File: src/rtl/subparser_num_arg.sv
// Signed decimal integer argument subparser: pulls characters from the shared
// reader on trigger and reports done/success/newline plus the parsed value.
module subparser_num_arg #(
    parameter int MAX_DIGITS  = 5,
    parameter int VALUE_WIDTH = 32
) (
    input  logic                   clk,
    input  logic                   reset,
    input  logic                   trigger,
    output logic                   rdy,
    output logic                   done,
    output logic                   success,
    output logic                   newline,
    output logic [VALUE_WIDTH-1:0] value,
    output logic                   rd_trigger,
    input  logic                   rd_rdy,
    input  logic                   rd_done,
    input  logic [7:0]             rd_data,
    input  logic                   is_empty
);

    function automatic int min_width(input int digits);
        longint unsigned p;
        int              b;
        p = 1;
        b = 0;
        for (int i = 0; i < digits; i++) p = p * 10;
        while ((64'd1 << b) < p) b++;
        return b + 1;
    endfunction

    localparam int MIN_W = min_width(MAX_DIGITS);
    localparam int CNT_W = $clog2(MAX_DIGITS + 1);

    generate
        if (VALUE_WIDTH < MIN_W) begin : g_width_check
            $error("VALUE_WIDTH too small for MAX_DIGITS");
        end
    endgenerate

    typedef enum logic [2:0] {IDLE, CHECK, ISSUE, WAIT, PROC, DONE} state_t;
    typedef enum logic [1:0] {LEAD, SIGNED, DIGITS} phase_t;

    state_t                 state;
    phase_t                 phase;
    logic [VALUE_WIDTH-1:0] acc;
    logic [CNT_W-1:0]       cnt;
    logic                   neg;
    logic [7:0]             ch_q;

    logic is_digit, is_ws, is_nl, is_sign;
    logic fin, fin_ok, fin_nl, do_acc, set_signed, to_check;
    logic [VALUE_WIDTH-1:0] acc_next;

    assign is_digit = (ch_q >= 8'h30) && (ch_q <= 8'h39);
    assign is_ws    = (ch_q == 8'h20) || (ch_q == 8'h0d);
    assign is_nl    = (ch_q == 8'h0a);
    assign is_sign  = (ch_q == 8'h2b) || (ch_q == 8'h2d);
    // Digit value is the low nibble of an ASCII '0'..'9'.
    assign acc_next = acc * VALUE_WIDTH'(10) + VALUE_WIDTH'(ch_q[3:0]);

    always_comb begin
        fin        = 1'b0;
        fin_ok     = 1'b0;
        fin_nl     = 1'b0;
        do_acc     = 1'b0;
        set_signed = 1'b0;
        to_check   = 1'b0;
        case (state)
            CHECK: begin
                if (is_empty) begin
                    fin    = 1'b1;
                    fin_ok = (cnt != '0);
                end
            end
            PROC: begin
                case (phase)
                    LEAD: begin
                        if (is_ws) to_check = 1'b1;
                        else if (is_sign) begin
                            set_signed = 1'b1;
                            to_check   = 1'b1;
                        end else if (is_digit) begin
                            do_acc   = 1'b1;
                            to_check = 1'b1;
                        end else begin
                            fin    = 1'b1;
                            fin_nl = is_nl;
                        end
                    end
                    SIGNED: begin
                        if (is_digit) begin
                            do_acc   = 1'b1;
                            to_check = 1'b1;
                        end else begin
                            fin    = 1'b1;
                            fin_nl = is_nl;
                        end
                    end
                    default: begin
                        if (is_digit && (cnt < CNT_W'(MAX_DIGITS))) begin
                            do_acc   = 1'b1;
                            to_check = 1'b1;
                        end else begin
                            fin    = 1'b1;
                            fin_ok = is_ws || is_nl;
                            fin_nl = is_nl;
                        end
                    end
                endcase
            end
            default: ;
        endcase
    end

    always_ff @(posedge clk or negedge reset) begin
        if (!reset) begin
            state      <= IDLE;
            phase      <= LEAD;
            acc        <= '0;
            cnt        <= '0;
            neg        <= 1'b0;
            ch_q       <= '0;
            rdy        <= 1'b1;
            done       <= 1'b0;
            rd_trigger <= 1'b0;
            success    <= 1'b0;
            newline    <= 1'b0;
            value      <= '0;
        end else begin
            done       <= 1'b0;
            rd_trigger <= 1'b0;
            case (state)
                IDLE: begin
                    if (trigger) begin
                        acc   <= '0;
                        cnt   <= '0;
                        neg   <= 1'b0;
                        phase <= LEAD;
                        rdy   <= 1'b0;
                        state <= CHECK;
                    end
                end
                CHECK: begin
                    if (!fin && rd_rdy) begin
                        rd_trigger <= 1'b1;
                        state      <= ISSUE;
                    end
                end
                ISSUE: state <= WAIT;
                WAIT: begin
                    if (rd_done) begin
                        ch_q  <= rd_data;
                        state <= PROC;
                    end
                end
                PROC: begin
                    if (do_acc) begin
                        acc   <= acc_next;
                        cnt   <= cnt + 1'b1;
                        phase <= DIGITS;
                    end
                    if (set_signed) begin
                        neg   <= (ch_q == 8'h2d);
                        phase <= SIGNED;
                    end
                    if (to_check) state <= CHECK;
                end
                DONE: begin
                    rdy   <= 1'b1;
                    state <= IDLE;
                end
                default: state <= IDLE;
            endcase
            // Shared finish path for CHECK (reader empty) and PROC (terminator/error).
            if (fin) begin
                state   <= DONE;
                done    <= 1'b1;
                success <= fin_ok;
                newline <= fin_nl;
                value   <= fin_ok ? (neg ? (~acc + VALUE_WIDTH'(1)) : acc) : '0;
            end
        end
    end

endmodule

File: config.mk
export PLATFORM = sky130hd
export DESIGN_NAME = subparser_num_arg
export DESIGN_NICKNAME = d
export VERILOG_FILES = /design/src/rtl/subparser_num_arg.sv
export SDC_FILE = /design/constraint.sdc
export NUM_CORES = 1
export LEC_CHECK = 0
export ABC_AREA = 1
export ABC_CLOCK_PERIOD_IN_PS = 4000
export BUFFER_PORTS_ARGS = -buffer_cell sky130_fd_sc_hd__buf_2
export CAP_MARGIN = 20
export CORE_ASPECT_RATIO = 1.4
export CORE_MARGIN = 2
export CORE_UTILIZATION = 43
export CTS_CLUSTER_DIAMETER = 200
export DETAILED_ROUTE_END_ITERATION = 8
export PLACE_DENSITY = 0.71
export SYNTH_ARGS = -nofsm -noshare
export SYNTH_HDL_FRONTEND = slang
export SYNTH_SLANG_ARGS = --single-unit
File: constraint.sdc
create_clock -name clk -period 4 [get_ports clk]
set_clock_uncertainty 0.15 [all_clocks]
set_input_delay 0.2 -clock clk [delete_from_list [all_inputs] [get_ports clk]]
set_output_delay 0.2 -clock clk [all_outputs]
set_load 0.05 [all_outputs]
Word-level counts from Yosys, hierarchy flattened:

Cells that the tools add are included.

* register bits after elaboration: 86
* bits of input ports: 14
* output and inout bits: 37
* logic and storage cells: 114

* add/sub/neg operators: 3
* multipliers: 1
* $lt $le $gt $ge: 3
* equal/unequal tests: 19
* multiplexer cells: 56
* bitwise gates (word level): 1
* reduce and logical (&&, ||, !) cells: 19

Operator list (count)
* 32-bit two-way mux: 4
* 32-bit one-hot mux with 2 select lines: 1
* 32-bit by 1-bit adder with 32-bit output, second input constant: 1
* 32-bit by 4-bit adder with 32-bit output: 1
* 32-bit by 3-bit multiplier with 31-bit output, second input constant: 1
* 32-bit inverter: 1
* 1-bit two-way mux: 30
* 8-bit by 6-bit equality test with 1-bit output, second input constant: 3
* 3-bit two-way mux: 7
* 8-bit by 4-bit equality test with 1-bit output, second input constant: 2
* 1-bit one-hot mux with 2 select lines: 8
* 3-bit != test, second input constant: 5
* 3-bit one-hot mux with 5 select lines: 1
* 3-bit AND reduction: 3
* 8-bit by 6-bit greater-or-equal comparator with 1-bit output, second input constant: 1
* 8-bit by 6-bit <= comparator with 1-bit output, second input constant: 1
* 3-bit by 2-bit equality test with 1-bit output, second input constant: 2
* 3-bit equality test, second input constant: 2
* 2-bit two-way mux: 3
* 2-bit != test, second input constant: 3
* 3-bit one-hot mux with 2 select lines: 1
* 2-bit one-hot mux with 2 select lines: 1
* 2-bit AND reduction: 2
* 4-bit AND reduction: 1
* other kinds (12): 17

Depth between registers and ports, before layout:

* depth in word-level cells: 12
* depth in mapped cells: 20
* gate-level depth less buffers: 20

Worst setup path before layout:

No wires, ideal clock.

* kind: reg-to-reg
* from: reg acc[1]
* to: reg acc[25]
* setup time: 0.116 ns
* arrival: 2.751 ns
* data required time: 3.734 ns
* setup slack: 0.983 ns
* stages on the path, launching flop included: 18
* buffers on the path: 0
* period minus slack after synthesis: 3.017 ns
* cell sequence: dfrtp_1 > ha_1 > ha_1 > fa_1 > nand3_1 > nand3_1 > nand2_1 > nand2_2 > xor2_1 > nand3_1 > inv_1 > nand2_1 > nor2_2 > nand2_2 > o21ai_2 > nand2_1 > nand2_1 > nand2_1

* cells in the longest elaborated chain, start to end: 4

RTL lines
* start: declaration: RTL line 46 `logic [VALUE_WIDTH-1:0] acc;`
* start signal: assignment: RTL line 159 `acc <= acc_next;`
* 32-bit by 3-bit multiplier with 31-bit output: RTL line 60 `assign acc_next = acc * VALUE_WIDTH'(10) + VALUE_WIDTH'(ch_q[3:0]);`
* 32-bit by 4-bit adder with 32-bit output: RTL line 60
* 32-bit two-way mux: RTL line 158 `if (do_acc) begin`
* 32-bit one-hot mux with 2 select lines: RTL line 133 `case (state)`

No other way between the ends. The select of a mux whose other input is x is not followed.
A chain may end at the register's enable or synchronous reset.

Worst setup path after layout:

* from: reg acc[1]
* to: reg acc[27]

The elaborated chain is that of the path after synthesis.

==> summary.txt <==
Power and ir drop
  • Pwr/cell area: 505 nW/µm²
  • Switch Pwr: 2.03 mW
  • Leakage: 4.48 nW
  • Clk pwr share: 0.182
  • Sequential share of power: 0.312
  • Int Power: ~2.1 mW
  • Max VDD drop: between 0.0002 and 0.00025 V
  • Tot Pwr: 4.18 mW
  • Comb power frac: 0.506
  • Switching part of the total: 0.485

Placement
  • GPL Wtd Cong: 0.898
  • Placed Area: 7890 µm²
  • PortBufs: 50
  • Detail Placement HPWL: between 15 and 20 mm

Worst hold path
  • Hold Path Sink: done
  • Type of the worst min-delay path: in -> reg
  • Worst hold start: is_empty
  • Hold depth: 3

Layout
  • Ant. Diodes: 0
  • Area growth, synth to finish: 11.7%
  • Commonest non-fill, non-tap cell in the layout: nand2_1
  • Share of cells above drive strength 1: 0.0957
  • Final instance area: between 8000 and 9000 µm²
  • Commonest non-fill, non-tap cells in the layout: nand2_1, inv_1, nor2_1
  • Final #Nets: 1253

Critical path
  • R2R setup slack: ~0.62 ns
  • Critical path arrival: 3.42 ns
  • Reg-to-Reg Start: acc[1]
  • R2r endpoint: acc[27]
  • Crit path kind: reg -> reg
  • Critical path capture point type: register
  • R2r worst-path depth: 17
  • Worst Path Max Fanout: 5
  • Data required, critical path: 4.04 ns
  • CP Launch Type: register

Floorplan
  • Starting Density: 0.441
  • Die X: about 110 µm
  • Die area: ~18000 µm²
  • Cell Rows: 56
  • Die height: 159 µm
  • IO Count: 51
  • Core Region: between 15000 and 20000 µm²

STA
  • FMAX: slightly below 300 MHz
  • Max_slew headroom: 0.324
  • Setup TNS: 0 ns
  • Final Setup Violations: 0
  • Min Tclk post-route: approximately 3.4 ns
  • Slew Viols, Final: 0
  • RSZ-0062 raised after global routing: no
  • Worst Max-Slew Pin Slew: 1.01 ns
  • Final hold vios: 0
  • Crit share post-route: 0.844
  • Hold Slack: ~0.056 ns

Global route
  • Gr ovfl total: 0
  • Largest net degree at the start of global routing: 51
  • Number of global-route vias before repair: just over 7000
  • First-pass GRT wire length: 32.3 mm
  • Global-route usage over all layers: 0.214
  • Number of antenna violations at the first check in global routing: 0

Logic synthesis
  • Ys async rst share: 1.00
  • Synth top area cells: dfrtp_1, nand2_1, ha_1
  • Post-Syn Area per Cell: between 6 and 7 µm²
  • Cells after synthesis: ~1100
  • Synth unique cells: 45
  • Post-synth top area cell: dfrtp_1
  • Register bit count reported by yosys: between 80 and 90
  • Net Count, Synth: between 1000 and 1500
  • Share of Yosys cell area claimed by the top area cell type: 0.287
  • Synth Flop Type: dfrtp_1
  • Post-synth EDFFs: 0
  • Yosys warns: 0
  • Seq/Total Area, Yosys: 0.291
  • Mapped Area: 7410 µm²

Clock network
  • # clock sinks: 86
  • CTS H-tree depth: 3
  • Cts bufs inserted: 9
  • CTS tree: yes
  • CTS clk-pin slew, worst paths: ~0.070 ns
  • Bufs on Longest Clock Path: 2
  • Skew-Pair Late Insertion Delay: 0.34 ns
  • Post-CTS Setup Repair Bufs: 0
  • Clock root buffer: clkbuf_16

Routing
  • Mean routed wirelength per cell: 14.0 µm
  • DR DRC count: 0
  • Via density: 5.23
  • Via count: 7240
  • Iter 0 DRT Violations: 449
  • Final WL: approximately 19 mm
  • First drt pass iteration count: 5
  • DRT antenna net count: 0

Run
  • MaxCap Viol Count: 0

Status
  • Outcome: finished, final reports clean
[how the worst max path moves through the flow]
stage / slack, ns / to / startpoint
floorplan: 0.98 / acc[25] / acc[1]
global placement: 0.72 / acc[25] / acc[1]
detailed placement: 0.66 / acc[25] / acc[1]
CTS: 0.63 / acc[22] / acc[1]
global route: 0.33 / acc[19] / acc[1]
finish: 0.62 / acc[27] / acc[1]
[worst max-delay path: stages (launching register included)]
cell and delay, ns:
dfrtp_1 0.46, ha_1 0.33, ha_1 0.26, fa_1 0.46, nand3_1 0.14, nand3_1 0.13, nand3_1 0.17, nand3_2 0.11
nand2_1 0.12, nand3_1 0.09, nand2_2 0.11, nand2_1 0.08, nor2_1 0.20, inv_2 0.08, nor2_4 0.12, nand2_1 0.06
nand3_1 0.08, o21ai_1 0.07
[power groups by stage]
stage	combinational [mW]	clock [mW]	sequential, mW
final	2.11	0.760	1.30
after global routing	2.36	0.814	1.34
after CTS	2.13	0.772	1.30
after detailed placement	2.11	0	1.31
after global placement	2.07	0	1.31
after floorplan	1.23	0	1.67
[logic make-up after synthesis]
kind of cell / after synthesis / synth area share
AOI/OAI and AO/OA: 135 / 0.104
xor gates and xnor gates: 31 / 0.0366
adders and majority gates: 63 / 0.108
buffers and inverters: 178 / 0.0920
DFF: 86 / 0.291
muxes: 4 / 0.00608
and+or+nand+nor: 618 / 0.362
[synth_stat cells, types with 3 or more instances]
cell type / count
nand4_1: 25
o31ai_1: 3
o21bai_1: 8
nor2_1: 94
nand2_1: 365
o21ai_0: 55
a31oi_1: 4
o211ai_1: 3
nor3_1: 12
nand3_2: 8
inv_1: 159
nor2_4: 4
ha_1: 61
o22ai_1: 11
xor2_1: 24
o21ai_1: 5
or2_2: 3
xnor2_1: 7
nand2_2: 7
buf_2: 5
clkbuf_1: 8
nand3_1: 75
mux2_2: 4
a32o_1: 3
nor4_1: 3
nand3b_1: 9
a21oi_1: 35
dfrtp_1: 85
nor2_2: 6
nor3_2: 3
[metrics by stage]
stage / std cells / utilization / setup WS [ns]
after floorplan: 1115 / - / 0.983
after global placement: 1357 / 0.469 / 0.717
after detailed placement: 1357 / 0.469 / 0.658
after CTS: 1384 / 0.492 / 0.632
after global routing: 1384 / 0.492 / 0.326
final: 1384 / 0.492 / 0.624
[sequential cells by signal, summed over array words and instances, names as in the netlist]
name / count
acc: 32
ch_q: 8
cnt: 3
done: 1
neg: 1
newline: 1
phase: 2
rd_trigger: 1
rdy: 1
state: 3
success: 1
value: 32
[what timing repair did]
item	4_1_cts	5_1_grt
endpoints found under the hold margin	58	0
hold buffers	11	0
gates resized for setup	0	0
[metal layers]
metal,share of wire,up-vias,track usage
met3,0.030,32,0.0206
met2,0.51,137,0.387
met1,0.44,3329,0.261
met5,0,-,0
li1,-,3742,-
met4,0.026,0,0.0717
[final cells by class]
cell class | count | area (µm²)
fillers | 1706 | 8540
multi-input cells | 851 | 4580
flip-flops and latches | 86 | 2150
inverters | 162 | 608
repair buffers | 66 | 400
well taps | 203 | 254
clock buffers | 9 | 225
clock inverters | 7 | 50.0
No activity file was read; power rests on OpenSTA's default activity.
